$ cat config.mk
export PLATFORM = sky130hd
export DESIGN_NAME = btb_predictor_flat
export DESIGN_NICKNAME = d
export VERILOG_FILES = /design/src/rtl/btb_predictor_if.sv /design/src/rtl/btb_predictor.sv /design/src/flat_wrapper.sv
export SDC_FILE = /design/constraint.sdc
export NUM_CORES = 2
export LEC_CHECK = 0
export CORE_MARGIN = 4
export CORE_UTILIZATION = 38
export CTS_BUF_LIST = sky130_fd_sc_hd__clkbuf_8
export DETAILED_ROUTE_END_ITERATION = 16
export SYNTH_ARGS = -nofsm -noshare
export SYNTH_HDL_FRONTEND = slang
export SYNTH_SLANG_ARGS = --single-unit
$ cat constraint.sdc
create_clock -name clk -period 12.8 [get_ports clk]
set_input_delay 2.56 -clock clk [delete_from_list [all_inputs] [get_ports clk]]
set_output_delay 2.56 -clock clk [all_outputs]
set_load 0.005 [all_outputs]
$ cat src/rtl/btb_predictor_if.sv
// rtl/btb_predictor_if.sv - lookup, update, flush and statistics signals of the branch target buffer
interface btb_predictor_if #(
    parameter int AW = 32
);
    logic          lookup_valid;
    logic [AW-1:0] lookup_pc;
    logic          pred_hit;
    logic          pred_taken;
    logic [AW-1:0] pred_target;
    logic          upd_valid;
    logic [AW-1:0] upd_pc;
    logic [AW-1:0] upd_target;
    logic          upd_taken;
    logic          upd_jump;
    logic          upd_mispredict;
    logic          flush;
    logic [31:0]   stat_lookups;
    logic [31:0]   stat_hits;
    logic [31:0]   stat_mispredicts;

    modport master (
        output lookup_valid, lookup_pc,
        output upd_valid, upd_pc, upd_target, upd_taken, upd_jump, upd_mispredict,
        output flush,
        input  pred_hit, pred_taken, pred_target,
        input  stat_lookups, stat_hits, stat_mispredicts
    );

    modport slave (
        input  lookup_valid, lookup_pc,
        input  upd_valid, upd_pc, upd_target, upd_taken, upd_jump, upd_mispredict,
        input  flush,
        output pred_hit, pred_taken, pred_target,
        output stat_lookups, stat_hits, stat_mispredicts
    );
endinterface

$ cat src/rtl/btb_predictor.sv
// rtl/btb_predictor.sv - fully associative BTB with 2-bit counters; BTB_STATS_EN adds performance counters
module btb_predictor #(
    parameter int ENTRIES = 8,
    parameter int AW      = 32
) (
    input logic             clk,
    input logic             rst_n,
    btb_predictor_if.slave  bus
);
    localparam int IW = (ENTRIES > 1) ? $clog2(ENTRIES) : 1;

    logic [ENTRIES-1:0] valid;
    logic [AW-1:0]      tag    [ENTRIES];
    logic [AW-1:0]      target [ENTRIES];
    logic [1:0]         ctr    [ENTRIES];
    logic [IW-1:0]      rptr;

    logic          lk_match;
    logic [AW-1:0] lk_target;
    logic [1:0]    lk_ctr;
    logic          hit;

    logic          up_hit;
    logic [IW-1:0] up_idx;
    logic          free_found;
    logic [IW-1:0] free_idx;
    logic [IW-1:0] alloc_idx;
    logic [1:0]    up_ctr_next;

    // Tags are unique, so at most one entry matches and the OR-style scan is safe.
    always_comb begin
        lk_match  = 1'b0;
        lk_target = '0;
        lk_ctr    = 2'b00;
        for (int i = 0; i < ENTRIES; i++) begin
            if (valid[i] && tag[i] == bus.lookup_pc) begin
                lk_match  = 1'b1;
                lk_target = target[i];
                lk_ctr    = ctr[i];
            end
        end
    end

    assign hit             = rst_n && bus.lookup_valid && lk_match;
    assign bus.pred_hit    = hit;
    assign bus.pred_taken  = hit && lk_ctr[1];
    assign bus.pred_target = hit ? lk_target : '0;

    always_comb begin
        up_hit     = 1'b0;
        up_idx     = '0;
        free_found = 1'b0;
        free_idx   = '0;
        for (int i = 0; i < ENTRIES; i++) begin
            if (valid[i] && tag[i] == bus.upd_pc) begin
                up_hit = 1'b1;
                up_idx = IW'(i);
            end
            if (!valid[i] && !free_found) begin
                free_found = 1'b1;
                free_idx   = IW'(i);
            end
        end
    end

    assign alloc_idx = free_found ? free_idx : rptr;

    always_comb begin
        up_ctr_next = ctr[up_idx];
        if (bus.upd_jump) begin
            up_ctr_next = 2'b11;
        end else if (bus.upd_taken) begin
            if (ctr[up_idx] != 2'b11) up_ctr_next = ctr[up_idx] + 2'b01;
        end else begin
            if (ctr[up_idx] != 2'b00) up_ctr_next = ctr[up_idx] - 2'b01;
        end
    end

    always_ff @(posedge clk or negedge rst_n) begin
        if (!rst_n) begin
            valid <= '0;
            rptr  <= '0;
            for (int i = 0; i < ENTRIES; i++) begin
                tag[i]    <= '0;
                target[i] <= '0;
                ctr[i]    <= 2'b00;
            end
        end else if (bus.flush) begin
            valid <= '0;
            rptr  <= '0;
        end else if (bus.upd_valid) begin
            if (up_hit) begin
                ctr[up_idx] <= up_ctr_next;
                if (bus.upd_taken) target[up_idx] <= bus.upd_target;
            end else if (bus.upd_taken) begin
                valid[alloc_idx]  <= 1'b1;
                tag[alloc_idx]    <= bus.upd_pc;
                target[alloc_idx] <= bus.upd_target;
                ctr[alloc_idx]    <= bus.upd_jump ? 2'b11 : 2'b10;
                // The pointer only moves when it actually chose the victim.
                if (!free_found) rptr <= rptr + 1'b1;
            end
        end
    end

`ifdef BTB_STATS_EN
    logic [31:0] n_lookups;
    logic [31:0] n_hits;
    logic [31:0] n_mispredicts;

    always_ff @(posedge clk or negedge rst_n) begin
        if (!rst_n) begin
            n_lookups     <= '0;
            n_hits        <= '0;
            n_mispredicts <= '0;
        end else begin
            n_lookups     <= n_lookups + {31'd0, bus.lookup_valid};
            n_hits        <= n_hits + {31'd0, hit};
            n_mispredicts <= n_mispredicts + {31'd0, bus.upd_valid && bus.upd_mispredict};
        end
    end

    assign bus.stat_lookups     = n_lookups;
    assign bus.stat_hits        = n_hits;
    assign bus.stat_mispredicts = n_mispredicts;
`else
    logic unused_mispredict;
    assign unused_mispredict    = bus.upd_mispredict;
    assign bus.stat_lookups     = 32'd0;
    assign bus.stat_hits        = 32'd0;
    assign bus.stat_mispredicts = 32'd0;
`endif

endmodule

$ cat src/flat_wrapper.sv
// flat-port wrapper written by rule: the top's interface ports become plain ports
module btb_predictor_flat 
#(
    parameter int ENTRIES = 8,
    parameter int AW      = 32
)
  (clk, rst_n, bus_lookup_valid, bus_lookup_pc, bus_upd_valid, bus_upd_pc, bus_upd_target, bus_upd_taken, bus_upd_jump, bus_upd_mispredict, bus_flush, bus_pred_hit, bus_pred_taken, bus_pred_target, bus_stat_lookups, bus_stat_hits, bus_stat_mispredicts);
  btb_predictor_if #(.AW(AW)) bus_i ();
  input logic clk;
  input logic rst_n;
  input wire logic [$bits(bus_i.lookup_valid)-1:0] bus_lookup_valid;
  input wire logic [$bits(bus_i.lookup_pc)-1:0] bus_lookup_pc;
  input wire logic [$bits(bus_i.upd_valid)-1:0] bus_upd_valid;
  input wire logic [$bits(bus_i.upd_pc)-1:0] bus_upd_pc;
  input wire logic [$bits(bus_i.upd_target)-1:0] bus_upd_target;
  input wire logic [$bits(bus_i.upd_taken)-1:0] bus_upd_taken;
  input wire logic [$bits(bus_i.upd_jump)-1:0] bus_upd_jump;
  input wire logic [$bits(bus_i.upd_mispredict)-1:0] bus_upd_mispredict;
  input wire logic [$bits(bus_i.flush)-1:0] bus_flush;
  output wire logic [$bits(bus_i.pred_hit)-1:0] bus_pred_hit;
  output wire logic [$bits(bus_i.pred_taken)-1:0] bus_pred_taken;
  output wire logic [$bits(bus_i.pred_target)-1:0] bus_pred_target;
  output wire logic [$bits(bus_i.stat_lookups)-1:0] bus_stat_lookups;
  output wire logic [$bits(bus_i.stat_hits)-1:0] bus_stat_hits;
  output wire logic [$bits(bus_i.stat_mispredicts)-1:0] bus_stat_mispredicts;
  assign bus_i.lookup_valid = bus_lookup_valid;
  assign bus_i.lookup_pc = bus_lookup_pc;
  assign bus_i.upd_valid = bus_upd_valid;
  assign bus_i.upd_pc = bus_upd_pc;
  assign bus_i.upd_target = bus_upd_target;
  assign bus_i.upd_taken = bus_upd_taken;
  assign bus_i.upd_jump = bus_upd_jump;
  assign bus_i.upd_mispredict = bus_upd_mispredict;
  assign bus_i.flush = bus_flush;
  assign bus_pred_hit = bus_i.pred_hit;
  assign bus_pred_taken = bus_i.pred_taken;
  assign bus_pred_target = bus_i.pred_target;
  assign bus_stat_lookups = bus_i.stat_lookups;
  assign bus_stat_hits = bus_i.stat_hits;
  assign bus_stat_mispredicts = bus_i.stat_mispredicts;
  btb_predictor #(.ENTRIES(ENTRIES), .AW(AW)) u_core (.clk(clk), .rst_n(rst_n), .bus(bus_i));
endmodule
**After elaboration in Yosys (flattened, before gate mapping)**

Index checks and enable logic that the tools add are counted.

- Register bits: 539
- Input bits: 104
- Output and inout port bits: 130
- Logic and storage cells: 203

- Add/subtract/negate cells: 3
- Magnitude comparators: 6
- Eq/ne operators: 19
- Multiplexer cells: 93
- Bitwise gates (word level): 5
- Reduce and logical (&&, ||, !) cells: 51

Operator list:

| cell | number |
|---|---|
| $bwmux 256 | 3 |
| $mux 256 | 3 |
| $eq 32x32->1 | 16 |
| $mux 32 | 11 |
| $demux 32 s3 | 2 |
| $mux 3 | 14 |
| $mux 2 | 20 |
| $bwmux 16 | 2 |
| $mux 16 | 2 |
| $mux 8 | 4 |
| $logic_and 1x1->1 | 29 |
| $mux 1 | 28 |
| $logic_not 1->1 | 13 |
| $demux 2 s3 | 2 |
| $reduce_and 3->1 | 3 |
| $ge 4x4->1 const B | 2 |
| $lt 4x1->1 const B | 2 |
| $not 3->4 | 2 |
| $or 8x8->8 | 1 |
| $reduce_and 4->1 | 2 |
| $reduce_bool 2->1 | 4 |
| $bmux 2 s3 | 1 |
| $ne 2x2->1 const B | 3 |
| $lt 3x4->1 const B | 1 |
| 6 further kinds | 7 |

**Depth between registers and ports, before layout**

- Depth in word-level cells: 31
- Gate-level depth with buffers: 15
- Depth with buffers taken out: 11

**Worst setup path after synthesis**

OpenSTA, ideal clock, no wires.

- Path type: input to output
- Start: in bus_lookup_pc[12]
- End: out bus_pred_target[24]
- Data arrival time: 5,367 ps
- Data required time: 10,240 ps
- Setup slack: 4,873 ps
- Stages on the path: 15
- Path buffers: 4
- Path through: clkbuf_1 > xnor2_1 > nand4_1 > nor4_1 > nand4_1 > or4_1 > clkbuf_1 > buf_2 > clkbuf_1 > nand3_1 > o21ai_0 > mux2_2 > mux2_2 > mux2i_1 > o21ai_1

- Cells in the longest elaborated chain, start to end: 12
- Elaborated cells between the ends (all ways): 34
- Classes of those cells: eq/ne: 8; mux: 17; reduce/logical: 9

RTL lines:

| element | line | source |
|---|---|---|
| start, declared | flat_wrapper.sv:12 | `input wire logic [$bits(bus_i.lookup_pc)-1:0] bus_lookup_pc;` |
| $eq 32x32->1 | btb_predictor.sv:36 | `if (valid[i] && tag[i] == bus.lookup_pc) begin` |
| $logic_and 1x1->1 | btb_predictor.sv:36 |  |
| $mux 1 (8 in a row) | btb_predictor.sv:36 |  |
| $logic_and 1x1->1 | btb_predictor.sv:44 | `assign hit = rst_n && bus.lookup_valid && lk_match;` |
| $mux 32 * | btb_predictor.sv:47 | `assign bus.pred_target = hit ? lk_target : '0;` |
| end, declared | flat_wrapper.sv:22 | `output wire logic [$bits(bus_i.pred_target)-1:0] bus_pred_target;` |

Mark *: on every way between the ends. The rest lies on a longest branch, timed or not.

**Worst setup path after layout**

- Start: in bus_lookup_pc[25]
- End: out bus_pred_target[21]

Same word-level chain as after synthesis.

==> results by group <==
Synth
  • Mapped Cells: 2643
  • Yosys cell types: 62
  • Synth Flop Type: dfrtp_1
  • Fraction of registers with async set/reset: 100%
  • Post-Synthesis Cell Area: 0.0304 mm2
  • YS warnings: 0
  • Flops & latches, synth: 539
  • Number of synthesized flops with an enable pin: 0
  • Sequential share of the synthesized area: between 40% and 50%
  • Syn_area_per_cell: 11.5 um2

Global routing
  • GR Util met2: 36.5%
  • Gr usage total: a little under a quarter
  • Met1 Use GR: 30.9%
  • Initial antenna violation count: 2
  • Largest net degree at the start of global routing: about 180
  • GRT Max-Usage Layer: met2
  • Total gr overflow: 0
  • Met3 usage: 3.42%
  • Global-route wire length before repair: 147 mm
  • Vias in the first global route: around 23000

Worst hold path
  • HP Start: u_core.target[148]
  • Hold crit path type: reg -> reg
  • Worst Hold Depth: 1
  • WHS Endpoint: u_core.target[148]

CTS
  • Bufs on Longest Clock Path: 3
  • Post-CTS Resized: 0
  • H-tree depth: 3
  • Cts bufs inserted: 91
  • Clk_lat worst skew: 720 ps
  • CTS Sinks: 539
  • Clk pin slew, worst setup/hold paths: 60 ps
  • Hold buffers post-CTS: 0
  • # Post-CTS Setup Buffers: 0
  • CTS tree: yes
  • CTS Root Cell: clkbuf_8

Placement
  • IO Port Bufs: about 140
  • Hpwl dp: 62.5 mm
  • Final Wtd Congestion: around 0.95
  • Setup WS pre-CTS: 2470 ps

Drt
  • Post-route ant nets: 0
  • Routed vias/inst: 5.59
  • Post-DR wirelength/cell: 25.5 um
  • Final WL: 99.0 mm
  • Detailed Routing Iterations Pass 1: 6
  • Vias: 21700
  • DRC Markers: 0
  • Initial DRC Count: 2182

Floorplan
  • Total die area: 0.0845 mm2
  • Die Height: 291 um
  • Ports: 234
  • Die X: ~290 um
  • Starting density of the core: between 30% and 40%
  • Core area: between 0.07 and 0.08 mm2
  • Row count: around 100

Worst setup path
  • Critical path's most frequent cell: nand4_1
  • CP Cell Sequence: clkdlybuf4s50_1 -> xnor2_1 -> nand4_1 -> nor4_1 -> nand4_1 -> or4_2 -> buf_4 -> nand4_1 -> o2111ai_4 -> buf_4 -> o21ai_0 -> clkdlybuf4s50_1
  • Critical path's slowest cell: clkdlybuf4s50_1
  • Req. time, crit path: about 10000 ps
  • CP Launch Type: input port
  • Reg2Reg Capture Point: u_core.target[61]
  • RR Startpoint: u_core.tag[120]
  • Critical path type: in -> out
  • Worst EP arrival: 7760 ps
  • Worst path buffer plus inverter count: 4
  • Critical Path Max Stage Delay: 1040 ps
  • Setup slack, reg-to-reg: 7790 ps
  • R2R depth: 10
  • Setup crit end kind: primary output
  • Largest delay share family, worst path: buffers and inverters
  • Critical path fanouts, max: 34

Power
  • PwrDens: 123 mW/mm2
  • Clock Power Share: between 40% and 50%
  • Comb power frac: between 10 and 15%
  • P_int: 3.04 mW
  • Sequential power share: 45.8%
  • VDD IR max: roughly 0.000094 V
  • Leakage: 15.7 nW
  • Sw Ratio: 28.2%
  • Total power: 4.23 mW
  • Sw Pwr: 1.19 mW

Flow run
  • Max cap viols: 0

Timing
  • Clock skew: ~38 ps
  • Post-route minimum period: 10320 ps
  • Worst-margin pin slew: between 1000 and 1500 ps
  • Hold Vio Cnt, Final: 0
  • Unrepaired setup endpoints after global routing: false
  • Slew margin rel.: 17.5%
  • Final Setup Violations: 0
  • Slew Viols, Final: 0
  • PnR worst setup slack: 2480 ps
  • Fmax: between 90 and 100 MHz
  • Post-Route Setup TNS: 0 ps
  • Period utilization: 80.6%

Layout
  • Most common cell after layout, fill and taps aside: dfrtp_1
  • Fraction of layout instances using a drive strength above 1: 28.1%
  • Layout filler cell count: 7397
  • Area grow syn2layout: 13.5%
  • Layout Nets: around 2900
  • Most frequent cells in the layout: 539 x dfrtp_1, 508 x mux2_2, 310 x xnor2_1

Run status
  • Status: complete, no violations
==> worst register-to-register path, delay by kind of cell, from the launching register on <==
kind | cells | cell delay [ps]
AND/OR/NAND/NOR | 6 | 2640
AO/OA/AOI/OAI | 1 | 760
buffers and inverters | 1 | 470
flip-flops | 1 | 420
multiplexers | 1 | 400
XOR/XNOR | 1 | 200
==> synth_stat cells (8+ instances only) <==
cell type	instances	share of area, %
a21oi_1	20	0.33
a222oi_1	33	1.1
buf_2	61	1.0
buf_4	108	2.7
buf_6	15	0.56
clkbuf_1	97	1.2
dfrtp_1	539	44
inv_1	47	0.58
mux2_2	508	19
mux2_4	30	1.5
mux2i_1	39	1.3
nand2_1	86	1.1
nand3_1	67	1.1
nand4_1	97	2.0
nand4b_1	10	0.29
nor2_1	41	0.51
nor3_1	18	0.30
nor4_1	89	1.8
o21ai_0	114	1.9
o21ai_1	8	0.13
or4_1	16	0.40
xnor2_1	310	8.9
xor2_1	203	5.9
==> final cells by class <==
cell class / count / area, um2 / share of cell area [%]
inverters: 47 / 176 / 0.512
multi-input cells: 1866 / 15500 / 45.0
flip-flops and latches: 539 / 13500 / 39.1
diodes: 3 / 7.51 / 0.0218
well taps: 1050 / 1310 / 3.81
clock inverters: 52 / 433 / 1.26
repair buffers: 217 / 1990 / 5.76
clock buffers: 114 / 1570 / 4.55
==> cell families after synthesis <==
| family | synth area share [%] |
|---|---|
| AOI/OAI and AO/OA | 4.31 |
| buffers and inverters | 6.07 |
| adders and majority gates | 0.115 |
| and+or+nand+nor | 8.62 |
| muxes | 21.7 |
| other | 0.0123 |
| DFF | 44.4 |
| xor gates and xnor gates | 14.8 |
==> power by group through the flow <==
stage | sequential, mW | clock, mW | combinational, mW
after floorplan | 1.94 | 0 | 0.404
after global routing | 1.95 | 1.81 | 0.637
final | 1.94 | 1.70 | 0.590
after CTS | 1.94 | 1.73 | 0.586
after global placement | 1.96 | 0 | 0.572
after detailed placement | 1.97 | 0 | 0.582
==> routing by layer <==
layer | part of all wire, % | vias to the layer above
met5 | 0 | -
met4 | 4.2 | 0
met3 | 6.7 | 228
met2 | 47 | 926
met1 | 43 | 11200
li1 | - | 9370
==> flip-flops by register name, indices dropped and copies added (netlist names) <==
register       flops
u_core.rptr        3
u_core.target    256
u_core.tag       256
u_core.valid       8
u_core.ctr        16
==> metrics by stage <==
stage	hold WS (ps)	instances	instance area, um2	util [%]
after floorplan	448	2738	30700	-
after global placement	464	3719	32500	41.0
after detailed placement	473	3719	32500	41.0
after CTS	488	3885	34500	43.6
after global routing	505	3887	34500	43.6
final	492	3888	34500	43.6
==> worst max-delay path by stage <==
stage / from / end / cells after the start
floorplan: bus_lookup_pc[12] / bus_pred_target[24] / 15
global placement: bus_lookup_pc[13] / bus_pred_target[21] / 12
finish: bus_lookup_pc[25] / bus_pred_target[21] / 12
CTS: bus_lookup_pc[25] / bus_pred_target[21] / 12
detailed placement: bus_lookup_pc[25] / bus_pred_target[21] / 12
global route: bus_lookup_pc[24] / bus_pred_target[21] / 12
Note: power is estimated with default switching activity, not from simulation.
